File: src/rtl/sweep_learn_ctrl.sv
// Sweep-learning controller: steps the generator, captures the matching FFT bin,
// normalises it to a reference block exponent, stores it and classifies the DUT response.
module sweep_learn_ctrl #(
    parameter int DATA_W       = 16,
    parameter int ADDR_W       = 12,
    parameter int NUM_POINTS   = 2751,
    parameter int SETTLE_CYC   = 149997,
    parameter int BLK_EXP_NORM = 8,
    parameter int EDGE_THR     = 500,
    parameter int TIMEOUT_CYC  = 65535
) (
    input  logic                     clk_50m,
    input  logic                     rst_n,
    input  logic                     start,
    input  logic                     abort,
    input  logic [15:0]              freq,
    input  logic                     fft_valid_in,
    input  logic [15:0]              fft_index,
    input  logic signed [DATA_W-1:0] fft_real,
    input  logic signed [DATA_W-1:0] fft_imag,
    input  logic [7:0]               blk_exp,
    output logic                     next_freq,
    output logic                     fft_arm,
    output logic                     wr_en,
    output logic [ADDR_W-1:0]        wr_addr,
    output logic signed [DATA_W-1:0] wr_real,
    output logic signed [DATA_W-1:0] wr_imag,
    output logic [DATA_W:0]          mag,
    output logic                     mag_valid,
    output logic                     busy,
    output logic                     learn_done,
    output logic                     timeout_err,
    output logic [2:0]               filter_type
);

    localparam logic [31:0] SETTLE_LAST = 32'(SETTLE_CYC - 1);
    localparam logic [31:0] TO_LAST     = 32'(TIMEOUT_CYC - 1);
    localparam logic [31:0] NPTS        = 32'(NUM_POINTS);
    localparam int          CW          = DATA_W + 2;
    localparam logic [CW-1:0] THR       = CW'(EDGE_THR);

    typedef enum logic [2:0] {
        S_IDLE, S_STEP, S_SETTLE, S_ARM, S_WRITE, S_MAG1, S_MAG2, S_CLASSIFY
    } state_t;

    state_t            state, next;
    logic [31:0]       cnt;
    logic              start_d1, start_d2, start_rise, go, match, sweep_end;
    int                shift_s;
    logic [DATA_W:0]   abs_re_p1, abs_im_p1;
    logic [DATA_W:0]   ref_mag;
    logic              rise, fall;
    logic [15:0]       pt, rise_idx, fall_idx;
    logic [2:0]        class_type;
    logic [CW-1:0]     mag_x, ref_x;

    function automatic logic signed [DATA_W-1:0] sat_val(input logic neg);
        sat_val = neg ? {1'b1, {(DATA_W-1){1'b0}}} : {1'b0, {(DATA_W-1){1'b1}}};
    endfunction

    // Positive s: arithmetic right shift; negative s: saturating left shift.
    function automatic logic signed [DATA_W-1:0] normalise(input logic signed [DATA_W-1:0] x,
                                                           input int s);
        logic signed [2*DATA_W-1:0] w;
        logic [DATA_W:0]            top;
        normalise = x;
        if (s >= DATA_W) begin
            normalise = x >>> (DATA_W - 1);
        end else if (s > 0) begin
            normalise = x >>> s;
        end else if (s < 0) begin
            if (-s >= DATA_W) begin
                if (x != '0) normalise = sat_val(x[DATA_W-1]);
            end else begin
                w   = {{DATA_W{x[DATA_W-1]}}, x};
                w   = w <<< (-s);
                top = w[2*DATA_W-1:DATA_W-1];
                if (top == '0 || top == '1) normalise = w[DATA_W-1:0];
                else                        normalise = sat_val(w[2*DATA_W-1]);
            end
        end
    endfunction

    function automatic logic [DATA_W:0] abs_ext(input logic signed [DATA_W-1:0] x);
        logic signed [DATA_W:0] e;
        e = {x[DATA_W-1], x};
        if (e[DATA_W]) e = -e;
        abs_ext = e;
    endfunction

    // max + min/4 + min/8 approximation, saturated to DATA_W+1 bits
    function automatic logic [DATA_W:0] mag_est(input logic [DATA_W:0] a, input logic [DATA_W:0] b);
        logic [DATA_W+1:0] mx, mn, sum;
        mx  = (a >= b) ? {1'b0, a} : {1'b0, b};
        mn  = (a >= b) ? {1'b0, b} : {1'b0, a};
        sum = mx + (mn >> 2) + (mn >> 3);
        mag_est = sum[DATA_W+1] ? '1 : sum[DATA_W:0];
    endfunction

    assign start_rise = start_d1 & ~start_d2;
    assign go         = (state == S_IDLE) && start_rise && !abort;
    assign match      = fft_valid_in && (fft_index == freq);
    assign sweep_end  = {16'd0, freq} >= NPTS;
    assign shift_s    = BLK_EXP_NORM - int'({24'd0, blk_exp});
    assign mag_x      = {1'b0, mag};
    assign ref_x      = {1'b0, ref_mag};

    always_ff @(posedge clk_50m) begin
        if (!rst_n) state <= S_IDLE;
        else        state <= next;
    end

    always_comb begin
        next = state;
        if (abort) begin
            next = S_IDLE;
        end else begin
            case (state)
                S_IDLE:     if (start_rise) next = S_STEP;
                S_STEP:     next = sweep_end ? S_CLASSIFY : S_SETTLE;
                S_SETTLE:   if (cnt == SETTLE_LAST) next = S_ARM;
                S_ARM:      if (match || cnt == TO_LAST) next = S_WRITE;
                S_WRITE:    next = S_MAG1;
                S_MAG1:     next = S_MAG2;
                S_MAG2:     next = S_STEP;
                S_CLASSIFY: next = S_IDLE;
                default:    next = S_IDLE;
            endcase
        end
    end

    always_comb begin
        next_freq = (state == S_STEP) && !sweep_end && !abort;
        fft_arm   = (state == S_ARM) && !abort;
        wr_en     = (state == S_WRITE) && !abort;
        mag_valid = (state == S_MAG2) && !abort;
        busy      = (state != S_IDLE);
    end

    always_comb begin
        if (!rise && !fall)     class_type = 3'd0;
        else if (rise && !fall) class_type = 3'd1;
        else if (!rise && fall) class_type = 3'd2;
        else if (rise_idx < fall_idx) class_type = 3'd3;
        else                    class_type = 3'd4;
    end

    always_ff @(posedge clk_50m) begin
        if (!rst_n) begin
            cnt         <= '0;
            start_d1    <= 1'b0;
            start_d2    <= 1'b0;
            learn_done  <= 1'b1;
            timeout_err <= 1'b0;
            wr_addr     <= '0;
            filter_type <= '0;
            ref_mag     <= '0;
            rise        <= 1'b0;
            fall        <= 1'b0;
            rise_idx    <= '0;
            fall_idx    <= '0;
            pt          <= '0;
        end else begin
            start_d1 <= start;
            start_d2 <= start_d1;
            cnt      <= (state != next) ? '0 : cnt + 32'd1;
            if (go) begin
                learn_done  <= 1'b0;
                timeout_err <= 1'b0;
                wr_addr     <= '0;
                rise        <= 1'b0;
                fall        <= 1'b0;
                pt          <= '0;
            end
            if (state == S_ARM && !abort && !match && cnt == TO_LAST) timeout_err <= 1'b1;
            if (wr_en) wr_addr <= wr_addr + ADDR_W'(1);
            if (mag_valid) begin
                pt <= pt + 16'd1;
                if (pt == '0) begin
                    ref_mag <= mag;
                end else if (mag_x >= ref_x + THR) begin
                    ref_mag <= mag;
                    rise    <= 1'b1;
                    if (!rise) rise_idx <= pt;
                end else if (ref_x >= mag_x + THR) begin
                    ref_mag <= mag;
                    fall    <= 1'b1;
                    if (!fall) fall_idx <= pt;
                end
            end
            if (state == S_CLASSIFY && !abort) begin
                filter_type <= class_type;
                learn_done  <= 1'b1;
            end
        end
    end

    // Capture into WRITE: normalised bin, or zeros on timeout
    always_ff @(posedge clk_50m) begin
        if (!rst_n) begin
            wr_real <= '0;
            wr_imag <= '0;
            mag     <= '0;
        end else begin
            if (state == S_ARM && next == S_WRITE) begin
                wr_real <= match ? normalise(fft_real, shift_s) : '0;
                wr_imag <= match ? normalise(fft_imag, shift_s) : '0;
            end
            if (state == S_MAG1) mag <= mag_est(abs_re_p1, abs_im_p1);
        end
    end

    // Magnitude stage 1: absolute values of the written point
    always_ff @(posedge clk_50m) begin
        if (state == S_WRITE) begin
            abs_re_p1 <= abs_ext(wr_real);
            abs_im_p1 <= abs_ext(wr_imag);
        end
    end

endmodule

File: config.mk
export PLATFORM = sky130hd
export DESIGN_NAME = sweep_learn_ctrl
export DESIGN_NICKNAME = d
export VERILOG_FILES = /design/src/rtl/sweep_learn_ctrl.sv
export SDC_FILE = /design/constraint.sdc
export NUM_CORES = 1
export LEC_CHECK = 0
export ABC_AREA = 1
export BUFFER_PORTS_ARGS = -buffer_cell sky130_fd_sc_hd__buf_2
export CORE_ASPECT_RATIO = 0.7
export CORE_UTILIZATION = 45
export DETAILED_ROUTE_END_ITERATION = 16
export RECOVER_POWER = 100
export SLEW_MARGIN = 10
export SYNTH_ARGS = -nofsm -noshare
export SYNTH_HDL_FRONTEND = slang
export SYNTH_SLANG_ARGS = --single-unit
File: constraint.sdc
create_clock -name clk_50m -period 20.2 [get_ports clk_50m]
set_clock_uncertainty 0.1 [all_clocks]
set_input_delay 4.04 -clock clk_50m [delete_from_list [all_inputs] [get_ports clk_50m]]
set_output_delay 4.04 -clock clk_50m [all_outputs]
set_load 0.005 [all_outputs]
* Yosys cells after proc, flatten, opt, wreduce, memory -nomap -nowiden
Index checks and enable logic that the tools add are counted.
W data, S select, Z words.
** Cells by class
- Add/sub/neg operators :: 11
- Magnitude comparators :: 9
- Equal/unequal tests :: 14
- Shift operators :: 4
- Muxes and demuxes :: 51
- Bitwise operators :: 7
- Reductions and logical operators :: 39
** Operators with widths (count)
- $mux W16 :: 20
- $mux W17 :: 6
- $sshl A16 B32 Y32 :: 2
- $sshr A16 B32 Y16 :: 2
- $add A17 B9 Y18 const B :: 2
- $ge A17 B18 Y1 :: 2
- $eq A17 B17 Y1 const B :: 2
- $logic_not A17 Y1 :: 2
- $neg A16 Y17 :: 2
- $add A32 B1 Y32 const B :: 1
- $eq A32 B16 Y1 const B :: 1
- $eq A32 B18 Y1 const B :: 1
- $ge A32 B6 Y1 const B :: 1
- $neg A9 Y32 :: 1
- $reduce_bool A16 Y1 :: 2
- $mux W15 :: 2
- $mux W3 :: 9
- $mux W12 :: 2
- $pmux W3 S8 :: 1
- $add A17 B15 Y18 :: 1
- $add A18 B14 Y18 :: 1
- $ge A17 B17 Y1 :: 1
- $add A16 B1 Y16 const B :: 1
- $eq A16 B16 Y1 :: 1
- 25 further kinds :: 69
** Word-level totals
- Flip-flop bits (word level) :: 204
- Input port bits :: 77
- Output and inout bits :: 71
- Word-level logic and storage cells :: 156

* Logic depth before layout (Yosys ltp)
- Depth in word-level cells :: 11
- Depth in mapped cells :: 48
- Depth with buffers taken out :: 41

* Worst setup path after synthesis
OpenSTA, ideal clock, no wires.
- Path kind :: input to register
- Start :: input port blk_exp[0]
- End :: register wr_real[5]
- Library setup time :: 0.070 ns
- Data arrival time :: 9.953 ns
- Required time :: 20.030 ns
- Slack :: 10.077 ns
- Stages on the path :: 43
- Path buffers :: 7
- Cell sequence :: inv_2 -> buf_6 -> clkbuf_1 -> clkbuf_1 -> clkbuf_1 -> ha_1 -> nand2_2 -> nand2_2 -> nand3_1 -> nor3_1 -> inv_1 -> nor2_1 -> clkbuf_1 -> nand2_1 -> ha_1 -> or2_1 -> nor2_1 -> nand2_1 -> [7 not listed] -> nand2_1 -> nand2_1 -> nand2_1 -> nand3_1 -> a21oi_1 -> nand2_1 -> nor2_1 -> nand2_1 -> nor2_1 -> nand2_1 -> a21oi_4 -> buf_4 -> nand2_1 -> nand2_1 -> nand2_1 -> nand2_1 -> nand2_1 -> a21oi_1
** Between the ends
- Longest elaborated chain between the ends :: 11
- Elaborated cells between the ends (all ways) :: 18
- Those cells by class :: add/sub: 2; order compare: 4; eq/ne: 1; shift: 2; mux: 7; reduce/logical: 2
** Ends and longest elaborated chain
- from (decl) :: RTL line 21 : input logic [7:0] blk_exp,
- $sub A4 B8 Y9 * :: RTL line 104 : assign shift_s = BLK_EXP_NORM - int'({24'd0, blk_exp});
- $neg A9 Y32 :: RTL line 72, 76
- $sshl A16 B32 Y32 :: RTL line 76 : w = w <<< (-s);
- $eq A17 B17 Y1 or $logic_not A17 Y1 (tied branches) :: RTL line 78 : if (top == '0 || top == '1) normalise = w[DATA_W-1:0];
- $logic_or A1 B1 Y1 :: RTL line 78
- $mux W16 :: RTL line 78
- $mux W16 :: RTL line 72 : if (-s >= DATA_W) begin
- $mux W16 :: RTL line 71 : end else if (s < 0) begin
- $mux W16 :: RTL line 69 : end else if (s > 0) begin
- $mux W16 * :: RTL line 67 : if (s >= DATA_W) begin
- $mux W16 * :: RTL line 206 : wr_real <= match ? normalise(fft_real, shift_s) : '0;
- to (signal assigned) :: RTL line 206
- to (decl) :: RTL line 26 : output logic signed [DATA_W-1:0] wr_real,
Every way passes the cells marked *; elsewhere a longest branch is shown, timed or not.
A chain may end at the register's enable or synchronous reset.

* Worst setup path after layout
- Start :: input port blk_exp[0]
- End :: register wr_real[3]
The elaborated chain is that of the path after synthesis.

==> flow_summary.yaml <==
run_status:
  outcome: "complete, but fails checks"
  violations: "max-capacitance violations, max-slew violations"
route:
  drt_iter0_drc: 1824
  wire_per_inst_um: 17.93
  route.vias.total: 19730
  routed_wl_um: 63200
  dr.pass1.iters: 5
  drc_errors: 0
  vias_per_cell: 5.597
  detail-route-antenna-nets: 0
synth:
  synthTopCellsByArea: "nand2_1, dfxtp_1, ha_1"
  synthArstFlopShare_pct: 0
  ys_warn_count: 0
  synthCells: 2915
  syn_area_per_cell_um2: 6.185
  yosys.cell_types.count: 63
  synth-edff-count: 34
  synth_flop_cell: "dfxtp_1"
  syn_area_um2: 18030
  yosys-top-cells-count: "nand2_1, inv_1, o21ai_0"
  synth_top_area_share_pct: 19.09
  synth.most_common_cell: "nand2_1"
  yosysTopAreaCell: "nand2_1"
  ys_ff_latch: 204
  seq_area_frac_synth_pct: 24.54
flow_run:
  maxCapViolations: 5
setup_path:
  ff2ff_path_depth: 25
  critPathRequiredTime_ps: 20510
  cp-end-kind: "flop"
  cp_num_buf_inv: 6
  worstPathArrival_ps: 15120
  path_class: "in -> reg"
  r2r-start: "abs_re_p1[15]$_SDFFCE_PN0N_"
  r2r_slack_ps: 13240
  critPathTopFamily: "simple AND/OR/NAND/NOR gates"
  slowest_stage: "clkbuf_1"
  critPathLaunchType: "primary input"
  critPathMostFrequentCell: "nand2_1"
  worst-path-max-fanout: 61
  timing.rr.end: "mag[12]$_SDFFE_PN0P_"
  cp_slowest_stage_delay_ps: 2130
power:
  clockPowerShare_pct: 36.8
  p_sw_share_pct: 34.01
  combPwrFrac_pct: 27.1
  ir_drop_v: 0.00004743
  p_int_mw: 0.7602
  powerDensity_nw_per_um2: 58.46
  p_sw_mw: 0.3919
  cellLeakagePower_nw: 8.853
  seqPwrFrac_pct: 36.2
timing:
  final_hold_viol_count: 0
  fin_crit_sh_pct: 73.29
  tightest_slew_ps: 3015
  finalSetupViolations: 0
  fin_ws_ps: 5396
  rsz0062_at_grt: "false"
  fmax_ghz: 0.06755
  tns_ps: 0
  drv_slew: 255
  layout_min_cycle_time_ps: 14800
  timing.slew.headroom_pct: -101.0
grt:
  first_global_vias: 18212
  grt_first_pass_wirelength_um: 99390
  grt_max_degree: 62
  grt_usage_pct: 30.76
  antenna_found_initial: 1
  grt.overflow.total: 0
cts:
  cts_root_buf: "clkbuf_16"
  cts_buffers: 22
  holdBufCountCts: 0
  clk_latency_ps: 520
  post_cts_resized: 0
  cts.sinks: 204
  cts.path.max_buffers: 3
  post_cts_buffers: 0
  cts.htree.levels: 1
  cts.clk_slew.worst_paths_ps: 60
  cts_tree: "yes"
final_layout:
  final_area_um2: 19710
  layout.cells.non_filler: 3525
  area_growth_pct: 9.313
  drive_gt1_share_pct: 6.004
  final_net_count: 3178
  final_util_pct: 50.58
  n_antenna_cell: 0
floorplan:
  num_rows: 60
  io_pins: 148
  die_y_um: 169.5
  die_x_um: 241.2
  coreArea_um2: 38960
  initial_core_util_pct: 46.27
  die-area_um2: 40880
placed_design:
  dpl.hpwl_um: 49370
  dpl_cell_area_um2: 19070
  place_congestion: 1.071
  io_buffers: 147
  dpl.cell_count: 3486
  dp_slack_ps: 8794
min_path:
  holdPathStages: 2
  hold_class: "reg -> reg"
  hold_end: "start_d2$_SDFF_PN0_"
  hold_path.startpoint: "start_d1$_SDFF_PN0_"
[state kept, by name (all words and copies together), names as in the netlist, 12 cells and up]
signal	cells
cnt	32
abs_im_p1	17
abs_re_p1	17
mag	17
ref_mag	17
fall_idx	16
pt	16
rise_idx	16
wr_imag	16
wr_real	16
wr_addr	12
[metal layers]
layer / up-vias / global-route usage [%] / part of all wire, %
met1: 9189 / 46.79 / 50
li1: 9760 / - / -
met2: 723 / 44.38 / 40
met3: 56 / 6.425 / 9.0
met4: 2 / 4.898 / 1.3
met5: - / 1.212 / 0.11
[layout by cell type (no fill, tap or decap), drive strengths merged, types with 3 or more instances in the layout]
cell / netlist / final
nor2: 211 / 211
xnor2: 19 / 19
a221oi: 19 / 19
a21oi: 216 / 216
nand3: 183 / 183
nor3b: 18 / 18
ha: 103 / 103
nor4: 29 / 29
nand2: 924 / 924
inv: 306 / 308
o211ai: 11 / 11
o31ai: 3 / 3
mux2i: 19 / 19
dfxtp: 170 / 170
and2: 4 / 4
or2: 12 / 12
fa: 15 / 15
nor3: 57 / 57
xor2: 61 / 61
o21ai: 254 / 254
nand4: 49 / 49
clkbuf: 103 / 97
nand3b: 4 / 4
o2111ai: 3 / 3
o21bai: 9 / 9
edfxtp: 34 / 34
clkinv: 9 / 10
a211oi: 14 / 14
a21o: 3 / 3
buf: 22 / 105
a31oi: 12 / 12
[cell families after synthesis]
logic type,share of synthesized area [%]
compound gates,17.13
other cells,0.02080
mux,1.055
fa+ha+maj,8.813
xor+xnor,3.886
buf+inv,9.500
simple gates,35.05
flops,24.54
[worst min-delay path: cells and delay by family, from the launching register on]
| kind | cells | cell delay, ps |
|---|---|---|
| flip-flops | 1 | 310 |
| buffers and inverters | 1 | 30 |
| AND/OR/NAND/NOR | 1 | 50 |
[power groups by stage]
stage,registers (mW),clock network [mW],logic (mW)
6_report,0.417,0.424,0.312
5_1_grt,0.417,0.449,0.347
4_1_cts,0.417,0.432,0.303
3_5_place_dp,0.426,0,0.301
3_3_place_gp,0.426,0,0.302
2_1_floorplan,0.425,0,0.215
[worst max path at each step]
stage,end,start,slack (ps),depth (start not counted)
after floorplan,wr_real[5]$_SDFFE_PN0P_,blk_exp[0],10080,43
after global placement,wr_imag[10]$_SDFFE_PN0P_,blk_exp[0],8830,40
after detailed placement,wr_imag[13]$_SDFFE_PN0P_,blk_exp[0],8790,40
after CTS,wr_imag[13]$_SDFFE_PN0P_,blk_exp[0],9290,40
after global routing,wr_real[0]$_SDFFE_PN0P_,blk_exp[0],4180,35
final,wr_real[3]$_SDFFE_PN0P_,blk_exp[0],5400,35
[layout make-up]
| cell class | count | area (um2) |
|---|---|---|
| clock buffers | 34 | 710.7 |
| clock inverters | 5 | 56.30 |
| fillers | 4187 | 19250 |
| inverters | 315 | 1187 |
| multi-input cells | 2272 | 11870 |
| flip-flops and latches | 204 | 4424 |
| well taps | 527 | 659.4 |
| repair buffers | 168 | 797.0 |
[per-stage QoR]
stage	hold WS, ps	total power [mW]
after global routing	356.3	1.214
after CTS	334.9	1.152
final	332.6	1.152
after global placement	320.2	0.7281
after floorplan	307.1	0.6403
after detailed placement	326.7	0.7268
No activity file was read; power rests on OpenSTA's default activity.
